<file path="src/rtl/hazard_ctrl_if.sv">
// Signal bundle between the pipeline datapath and the hazard controller.
// The controller side is the slave modport; the datapath drives the master side.
interface hazard_ctrl_if;
    // Decode-stage operands
    logic [4:0]  rs1;
    logic [4:0]  rs2;
    logic        rs1_used;
    logic        rs2_used;
    logic        id_valid;
    // Execute-stage producer and branch resolution
    logic [4:0]  ex_rd;
    logic        ex_is_load;
    logic        ex_wen;
    logic        br_taken;
    // Handshake: mem_req is held high while the ALU_MEM access is outstanding.
    // The access completes in the cycle where mem_req and mem_ready are both 1.
    // Any cycle with mem_req=1 and mem_ready=0 is a wait cycle.
    logic        mem_req;
    logic        mem_ready;
    // Pipeline control
    logic        stall_pc;
    logic        stall_if_id;
    logic        bubble_id_ex;
    logic        flush_if_id;
    logic        hold_pipe;
    logic        err;
    logic [31:0] stall_cycles;
    // FSM visibility
    logic [1:0]  state_dbg;
    logic [1:0]  lu_cnt_dbg;

    modport master (
        output rs1, rs2, rs1_used, rs2_used, id_valid,
        output ex_rd, ex_is_load, ex_wen, br_taken,
        output mem_req, mem_ready,
        input  stall_pc, stall_if_id, bubble_id_ex, flush_if_id,
        input  hold_pipe, err, stall_cycles, state_dbg, lu_cnt_dbg
    );

    modport slave (
        input  rs1, rs2, rs1_used, rs2_used, id_valid,
        input  ex_rd, ex_is_load, ex_wen, br_taken,
        input  mem_req, mem_ready,
        output stall_pc, stall_if_id, bubble_id_ex, flush_if_id,
        output hold_pipe, err, stall_cycles, state_dbg, lu_cnt_dbg
    );
endinterface

</file>
<file path="src/rtl/hazard_ctrl.sv">
// Pipeline hazard controller: load-use stalls, branch flushes, memory-wait
// freezes with a sticky timeout error, and a saturating stall-cycle counter.
module hazard_ctrl #(
    parameter int unsigned LOAD_LAT    = 1,
    parameter int unsigned MEM_TIMEOUT = 255
) (
    input  logic          clk,
    input  logic          rst,
    hazard_ctrl_if.slave  bus
);

    typedef enum logic [1:0] {
        RUN      = 2'd0,
        LU_STALL = 2'd1,
        ERR      = 2'd2
    } state_e;

    localparam logic [1:0] LU_INIT   = 2'(LOAD_LAT - 1);
    localparam logic [7:0] WAIT_LAST = 8'(MEM_TIMEOUT - 1);

    state_e      state_q, state_d;
    logic [1:0]  lu_cnt_q, lu_cnt_d;
    logic [7:0]  wait_cnt_q, wait_cnt_d;
    logic [31:0] stall_cycles_q, stall_cycles_d;

    logic lu_hit;
    logic mem_wait;
    logic stall_pc_c, stall_if_id_c, bubble_id_ex_c, flush_if_id_c;
    logic hold_pipe_c, err_c;

    always_ff @(posedge clk) begin
        if (rst) begin
            state_q        <= RUN;
            lu_cnt_q       <= 2'd0;
            wait_cnt_q     <= 8'd0;
            stall_cycles_q <= 32'd0;
        end else begin
            state_q        <= state_d;
            lu_cnt_q       <= lu_cnt_d;
            wait_cnt_q     <= wait_cnt_d;
            stall_cycles_q <= stall_cycles_d;
        end
    end

    always_comb begin
        // x0 is hardwired zero, so a load targeting it never creates a dependency.
        lu_hit = bus.id_valid & bus.ex_is_load & bus.ex_wen & (bus.ex_rd != 5'd0) &
                 ((bus.rs1_used & (bus.rs1 == bus.ex_rd)) |
                  (bus.rs2_used & (bus.rs2 == bus.ex_rd)));
        mem_wait = bus.mem_req & ~bus.mem_ready;

        state_d        = state_q;
        lu_cnt_d       = lu_cnt_q;
        wait_cnt_d     = 8'd0;
        stall_pc_c     = 1'b0;
        stall_if_id_c  = 1'b0;
        bubble_id_ex_c = 1'b0;
        flush_if_id_c  = 1'b0;
        hold_pipe_c    = 1'b0;
        err_c          = 1'b0;

        case (state_q)
            RUN, LU_STALL: begin
                if (mem_wait) begin
                    // A memory wait freezes everything, including the load-use countdown.
                    hold_pipe_c = 1'b1;
                    wait_cnt_d  = wait_cnt_q + 8'd1;
                    if (wait_cnt_q == WAIT_LAST) begin
                        state_d = ERR;
                    end
                end else if (bus.br_taken) begin
                    flush_if_id_c  = 1'b1;
                    bubble_id_ex_c = 1'b1;
                    state_d        = RUN;
                    lu_cnt_d       = 2'd0;
                end else if (state_q == RUN) begin
                    if (lu_hit) begin
                        stall_pc_c     = 1'b1;
                        stall_if_id_c  = 1'b1;
                        bubble_id_ex_c = 1'b1;
                        if (LOAD_LAT > 1) begin
                            lu_cnt_d = LU_INIT;
                            state_d  = LU_STALL;
                        end
                    end
                end else begin
                    stall_pc_c     = 1'b1;
                    stall_if_id_c  = 1'b1;
                    bubble_id_ex_c = 1'b1;
                    lu_cnt_d       = lu_cnt_q - 2'd1;
                    if (lu_cnt_q <= 2'd1) begin
                        state_d  = RUN;
                        lu_cnt_d = 2'd0;
                    end
                end
            end
            ERR: begin
                hold_pipe_c = 1'b1;
                err_c       = 1'b1;
            end
            default: begin
                state_d  = RUN;
                lu_cnt_d = 2'd0;
            end
        endcase

        stall_cycles_d = stall_cycles_q;
        if ((hold_pipe_c | stall_pc_c) && (stall_cycles_q != 32'hFFFF_FFFF)) begin
            stall_cycles_d = stall_cycles_q + 32'd1;
        end
    end

    // Outputs are forced low for the whole reset cycle, not just after the edge.
    assign bus.stall_pc     = stall_pc_c     & ~rst;
    assign bus.stall_if_id  = stall_if_id_c  & ~rst;
    assign bus.bubble_id_ex = bubble_id_ex_c & ~rst;
    assign bus.flush_if_id  = flush_if_id_c  & ~rst;
    assign bus.hold_pipe    = hold_pipe_c    & ~rst;
    assign bus.err          = err_c          & ~rst;
    assign bus.stall_cycles = rst ? 32'd0 : stall_cycles_q;
    assign bus.state_dbg    = rst ? 2'd0 : state_q;
    assign bus.lu_cnt_dbg   = rst ? 2'd0 : lu_cnt_q;

endmodule

</file>
<file path="src/flat_wrapper.sv">
// flat-port wrapper written by rule: the top's interface ports become plain ports
module hazard_ctrl_flat 
#(
    parameter int unsigned LOAD_LAT    = 1,
    parameter int unsigned MEM_TIMEOUT = 255
)
  (clk, rst, bus_rs1, bus_rs2, bus_rs1_used, bus_rs2_used, bus_id_valid, bus_ex_rd, bus_ex_is_load, bus_ex_wen, bus_br_taken, bus_mem_req, bus_mem_ready, bus_stall_pc, bus_stall_if_id, bus_bubble_id_ex, bus_flush_if_id, bus_hold_pipe, bus_err, bus_stall_cycles, bus_state_dbg, bus_lu_cnt_dbg);
  hazard_ctrl_if bus_i ();
  input  logic clk;
  input  logic rst;
  input wire logic [$bits(bus_i.rs1)-1:0] bus_rs1;
  input wire logic [$bits(bus_i.rs2)-1:0] bus_rs2;
  input wire logic [$bits(bus_i.rs1_used)-1:0] bus_rs1_used;
  input wire logic [$bits(bus_i.rs2_used)-1:0] bus_rs2_used;
  input wire logic [$bits(bus_i.id_valid)-1:0] bus_id_valid;
  input wire logic [$bits(bus_i.ex_rd)-1:0] bus_ex_rd;
  input wire logic [$bits(bus_i.ex_is_load)-1:0] bus_ex_is_load;
  input wire logic [$bits(bus_i.ex_wen)-1:0] bus_ex_wen;
  input wire logic [$bits(bus_i.br_taken)-1:0] bus_br_taken;
  input wire logic [$bits(bus_i.mem_req)-1:0] bus_mem_req;
  input wire logic [$bits(bus_i.mem_ready)-1:0] bus_mem_ready;
  output wire logic [$bits(bus_i.stall_pc)-1:0] bus_stall_pc;
  output wire logic [$bits(bus_i.stall_if_id)-1:0] bus_stall_if_id;
  output wire logic [$bits(bus_i.bubble_id_ex)-1:0] bus_bubble_id_ex;
  output wire logic [$bits(bus_i.flush_if_id)-1:0] bus_flush_if_id;
  output wire logic [$bits(bus_i.hold_pipe)-1:0] bus_hold_pipe;
  output wire logic [$bits(bus_i.err)-1:0] bus_err;
  output wire logic [$bits(bus_i.stall_cycles)-1:0] bus_stall_cycles;
  output wire logic [$bits(bus_i.state_dbg)-1:0] bus_state_dbg;
  output wire logic [$bits(bus_i.lu_cnt_dbg)-1:0] bus_lu_cnt_dbg;
  assign bus_i.rs1 = bus_rs1;
  assign bus_i.rs2 = bus_rs2;
  assign bus_i.rs1_used = bus_rs1_used;
  assign bus_i.rs2_used = bus_rs2_used;
  assign bus_i.id_valid = bus_id_valid;
  assign bus_i.ex_rd = bus_ex_rd;
  assign bus_i.ex_is_load = bus_ex_is_load;
  assign bus_i.ex_wen = bus_ex_wen;
  assign bus_i.br_taken = bus_br_taken;
  assign bus_i.mem_req = bus_mem_req;
  assign bus_i.mem_ready = bus_mem_ready;
  assign bus_stall_pc = bus_i.stall_pc;
  assign bus_stall_if_id = bus_i.stall_if_id;
  assign bus_bubble_id_ex = bus_i.bubble_id_ex;
  assign bus_flush_if_id = bus_i.flush_if_id;
  assign bus_hold_pipe = bus_i.hold_pipe;
  assign bus_err = bus_i.err;
  assign bus_stall_cycles = bus_i.stall_cycles;
  assign bus_state_dbg = bus_i.state_dbg;
  assign bus_lu_cnt_dbg = bus_i.lu_cnt_dbg;
  hazard_ctrl #(.LOAD_LAT(LOAD_LAT), .MEM_TIMEOUT(MEM_TIMEOUT)) u_core (.clk(clk), .rst(rst), .bus(bus_i));
endmodule
</file>
<file path="config.mk">
export PLATFORM = sky130hd
export DESIGN_NAME = hazard_ctrl_flat
export DESIGN_NICKNAME = d
export VERILOG_FILES = /design/src/rtl/hazard_ctrl_if.sv /design/src/rtl/hazard_ctrl.sv /design/src/flat_wrapper.sv
export SDC_FILE = /design/constraint.sdc
export NUM_CORES = 1
export LEC_CHECK = 0
export BUFFER_PORTS_ARGS = -buffer_cell sky130_fd_sc_hd__buf_2
export CORE_ASPECT_RATIO = 0.75
export CORE_MARGIN = 10
export CORE_UTILIZATION = 47
export DETAILED_ROUTE_END_ITERATION = 16
export PLACE_DENSITY = 0.83
export SLEW_MARGIN = 20
export SYNTH_ARGS = -nofsm -noshare
export SYNTH_HDL_FRONTEND = slang
export SYNTH_SLANG_ARGS = --single-unit
</file>
<file path="constraint.sdc">
create_clock -name clk -period 1.95 [get_ports clk]
set_input_delay 0.0975 -clock clk [delete_from_list [all_inputs] [get_ports clk]]
set_output_delay 0.0975 -clock clk [all_outputs]
set_load 0.01 [all_outputs]
</file>
==> After elaboration in Yosys (flattened, before gate mapping) <==
Cells that the tools add are included.
{ "word_totals": {"output_inout_bits": 42, "elab_cells": 73, "in_bits": 25, "ff_bits": 44} }
{ "op_classes": {"n_reduce_logical": 7, "n_mux": 28, "n_eq_ne": 11, "n_bitwise": 19, "addsub": 3, "magnitude_cmp": 1} }
{ "ops": {"columns": ["cell", "count"], "rows": [
  ["32-bit by 1-bit adder with 32-bit output (second input constant)", 1],
  ["32-bit two-way mux", 1],
  ["32-bit != test (second input constant)", 1],
  ["2-bit two-way mux", 11],
  ["1-bit two-way mux", 13],
  ["1-bit AND", 12],
  ["5-bit == test", 2],
  ["8-bit by 1-bit adder with 8-bit output (second input constant)", 1],
  ["8-bit == test (second input constant)", 1],
  ["2-bit case mux with 2 select lines", 2],
  ["3-bit != test (second input constant)", 2],
  ["1-bit NOT", 5],
  ["5-bit nonzero test", 1],
  ["4-bit by 2-bit != test with 1-bit output (second input constant)", 1],
  ["4-bit by 3-bit != test with 1-bit output (second input constant)", 1],
  ["4-bit AND reduction", 1],
  ["3-bit AND reduction", 1],
  ["3-bit OR reduction", 1],
  ["2-bit by 1-bit == test with 1-bit output (second input constant)", 1],
  ["2-bit == test (second input constant)", 1],
  ["2-bit by 1-bit <= comparator with 1-bit output (second input constant)", 1],
  ["2-bit zero test", 1],
  ["2-bit != test (second input constant)", 1],
  ["1-bit OR", 2],
  ["4 further kinds", 4]
]} }

==> Logic depth before layout (Yosys ltp) <==
{ "logic_depth": {"ltp_word": 11, "depth_mapped": 8, "ltp_nobuf": 7} }

==> Least setup slack after synthesis <==
No wires, ideal clock.
{ "synth_path": {"kind": "flip-flop to flip-flop", "start": "register u_core.stall_cycles_q[0]", "end": "register u_core.stall_cycles_q[15]", "n_path_buf": 1, "setup_slack_ns": -0.128, "setup_time_ns": 0.123, "synth_period_minus_slack_ns": 2.078, "stages_incl_launch_ff": 9, "t_arrival_ns": 1.954, "cell_sequence": "dfxtp_1 -> ha_1 -> nand4_1 -> or4_4 -> nand3b_4 -> nand3_2 -> buf_6 -> nor3_1 -> mux2_1"} }
{ "synth_between": {"elab_chain_cells": 2} }
{ "synth_rtl": {"columns": ["item", "line_no", "text"], "rows": [
  ["start, declared", "hazard_ctrl.sv:24", "logic [31:0] stall_cycles_q, stall_cycles_d;"],
  ["start signal, assigned", "hazard_ctrl.sv:41", "stall_cycles_q <= stall_cycles_d;"],
  ["parallel branches: the longest is 2 deep, another holds 32-bit by 1-bit adder with 32-bit output", null, null]
]} }
Several ways; the timed one is not identified.
A chain may end at the register's enable or synchronous reset.

==> Worst setup path in the final report <==
{ "layout_path": {"start": "register u_core.stall_cycles_q[12]", "end": "register u_core.stall_cycles_q[6]"} }
{ "layout_between": {"elab_chain_cells": 2} }
{ "layout_rtl": {"columns": ["item", "line_no", "text"], "rows": [
  ["32-bit != test", "hazard_ctrl.sv:108", "if ((hold_pipe_c | stall_pc_c) && (stall_cycles_q != 32'hFFFF_FFFF)) begin"],
  ["1-bit logical AND", "hazard_ctrl.sv:108", null]
]} }
No other way between the ends.

==> metrics.txt <==
Area contributors post-synth dfxtp_1 35%, mux2_1 8.3%, nor2b_1 8.2%; register area share after synthesis 0.352; Synth Register Bits 43; Synth-to-Final Area Change 44.0%; nets 429; EDFF count, synth 0; hold path cells 2; main combinational cell family by area after synthesis simple AND/OR/NAND/NOR gates; layout cell share with drive strength beyond 1 0.423; Critical R2R Launch u_core.stall_cycles_q[12]; die height a little over 80 um; GPL Wtd Cong 0.871; maximum fanout along the worst path 5; Initial Util 0.494; min cycle time layout between 2 and 2.5 ns; Post-synth ARST share 0; core region area 4950 um^2; Crit Reg-Reg Endpoint u_core.stall_cycles_q[6]; xor and xnor fraction of the mapped netlist area 0.0608; failing checks negative setup slack; Post-Syn Area per Cell 8.27 um^2; DR iter-0 viols 258; io pins 67; Synth area leader dfxtp_1; clock sink count 43; Worst-Margin Slew 0.642 ns; Rel. slew slack 0.572; Worst Setup End Kind register; Max VDD drop 0.000418 V; clk_lat worst skew 0.31 ns; setup violators final 26; placed cells 444; Storage cell area between 800 and 900 um^2; # fillers 359; Netlist cell types 41; Post-Place Worst Slack -0.148 ns; post-synthesis adder-cell area fraction 0.0153; final instance area 3520 um^2; worst hold path startpoint bus_br_taken; post-synthesis cell area 2450 um^2; Die Wd 103 um; Crit path arrival time 2.28 ns; CTS Buf Count 5; Leakage 1.62 nW; # diodes 0; post-synthesis mux area share 0.0915; CTS tree done; Yosys top cell area share 0.352; Slew Limit Fails 0; Pre-antenna DRT Iters 4; RSZ-0062 raised after global routing yes; worst setup margin -0.127 ns; # Max-Cap Violations 0; Clock Path Buffers 2; Startpoint Class register; Post-Route WL 8070 um; Final Skew 0.0131 ns; drt via density ~5.8; number of port buffers 65; Tcrit/Tclk final 1.07; initial antenna violation count 0; final hold vios 0; clock slew at reported path FFs 0.09 ns; Mapped Cells 296; Crit path required time 2.15 ns; GR Overflow Total 0; kind of critical path reg -> reg; vias in the first global route 2,540; P per Cell Area 537 nW/um^2; DR WL/cell ~17 um; remaining antenna violation count after routing 0; Worst Hold End u_core.lu_cnt_q[0]; die area 8520 um^2; Final Total Pwr 1.89 mW; # rows 22; Residual DRC 0; run status finished, violations left; DPL Wire Length 5110 um; fin cells 462; Fmax 0.481 GHz; R2R Setup Slk -0.13 ns; multi-input logic area 1770 um^2; GRT Overall Usage 0.178; Util after Layout 0.711; worst min path class in -> reg; simple-gate share of the synthesized area 0.383; largest net degree at the start of global routing 38; Top FF cell, synth dfxtp_1; path depth of the worst reg2reg path 6; first-pass GRT wire length 12,100 um; Root Driver clkbuf_8; H-tree Lvls 2; Synth Net Count ~320; Cell Area, Placed 3090 um^2; via count between 2,000 and 3,000; complex-gate fraction of the synthesized area 0.0537; yosys warns 0
per-stage QoR:
| stage | hold WS, ns | TNS, ns |
|---|---|---|
| after global routing | 0.103 | -3.35 |
| after floorplan | 0.204 | 0 |
| after global placement | 0.363 | -0.633 |
| after CTS | 0.0703 | -0.0392 |
| after detailed placement | 0.374 | -1.68 |
| final | 0.0793 | -2.10 |
worst max path at each step:
stage          cells after the start                   endpoint  slack [ns]                 startpoint
6_report                           6   u_core.stall_cycles_q[6]       -0.13  u_core.stall_cycles_q[12]
5_1_grt                            8  u_core.stall_cycles_q[28]       -0.18   u_core.stall_cycles_q[0]
4_1_cts                            7  u_core.stall_cycles_q[13]       -0.02   u_core.stall_cycles_q[0]
3_5_place_dp                       6  u_core.stall_cycles_q[21]       -0.15   u_core.stall_cycles_q[4]
3_3_place_gp                       6  u_core.stall_cycles_q[23]       -0.06   u_core.stall_cycles_q[4]
2_1_floorplan                      7  u_core.stall_cycles_q[15]        0.01   u_core.stall_cycles_q[5]
cell usage after synthesis (4+ instances only):
| master | count |
|---|---|
| xnor2_1 | 13 |
| xor2_1 | 4 |
| a21oi_1 | 4 |
| nor4_1 | 7 |
| nor2_1 | 39 |
| nor2b_1 | 32 |
| mux2_1 | 18 |
| clkbuf_1 | 7 |
| o21ai_0 | 11 |
| nand3_1 | 16 |
| or4_1 | 9 |
| dfxtp_1 | 43 |
| nand4_1 | 9 |
| nand2_1 | 23 |
| or3_1 | 5 |
| inv_1 | 6 |
| nor3_1 | 12 |
state kept, by name, summed over array words and instances, names as in the netlist:
register,flops
u_core.wait_cnt_q,8
u_core.lu_cnt_q,2
u_core.state_q,1
u_core.stall_cycles_q,32
power by group:
group          total, mW  switching [mW]  internal, mW
Combinational      0.168          0.0974        0.0702
Clock              0.843           0.332         0.511
Sequential         0.881         0.00258         0.878
Total               1.89           0.432          1.46
layer usage:
metal	share of wire	global-route usage
met3	0.090	0.0614
met1	0.42	0.211
met2	0.46	0.291
met4	0.029	0.0734
met5	0	0
critical path, stage by stage, from the launching register on:
cell,delay [ns]
dfxtp_1,0.38
nand3_1,0.11
or4_4,0.58
nand3b_4,0.25
nand3_2,0.22
nor3_1,0.09
mux2_1,0.32
kinds of logic (layout without fill, tap and decap cells):
group,Yosys count,after routing
simple gates,170,174
flops,43,43
compound gates,22,22
mux,20,20
buf+inv,20,122
xor+xnor,17,17
fa+ha+maj,3,3
other cells,1,1
layout make-up:
| class | count | area share |
|---|---|---|
| Multi-Input combinational cell | 237 | 0.502 |
| Sequential cell | 43 | 0.248 |
| Timing Repair Buffer | 108 | 0.184 |
| Tap cell | 60 | 0.0213 |
| Clock buffer | 5 | 0.0195 |
| Clock inverter | 3 | 0.0192 |
| Inverter | 6 | 0.00639 |
placed cells by master (no fill, tap or decap), types with 7 or more instances in the layout:
cell	count
o21ai_0	9
nand4_1	9
xnor2_1	13
nand3_1	15
nor2_1	39
nor2b_1	31
dfxtp_1	35
mux2_1	11
buf_4	43
dfxtp_2	7
buf_2	65
nand2_1	21
or4_1	8
repair_timing:
action                                  CTS  global route
pin swaps                                 5            10
hold buffers                              0             0
setup buffers                             3             3
endpoints found under the setup margin   27            33
cloned                                    4             0
resized for setup                        13            33
Note: power is estimated with default switching activity, not from simulation.
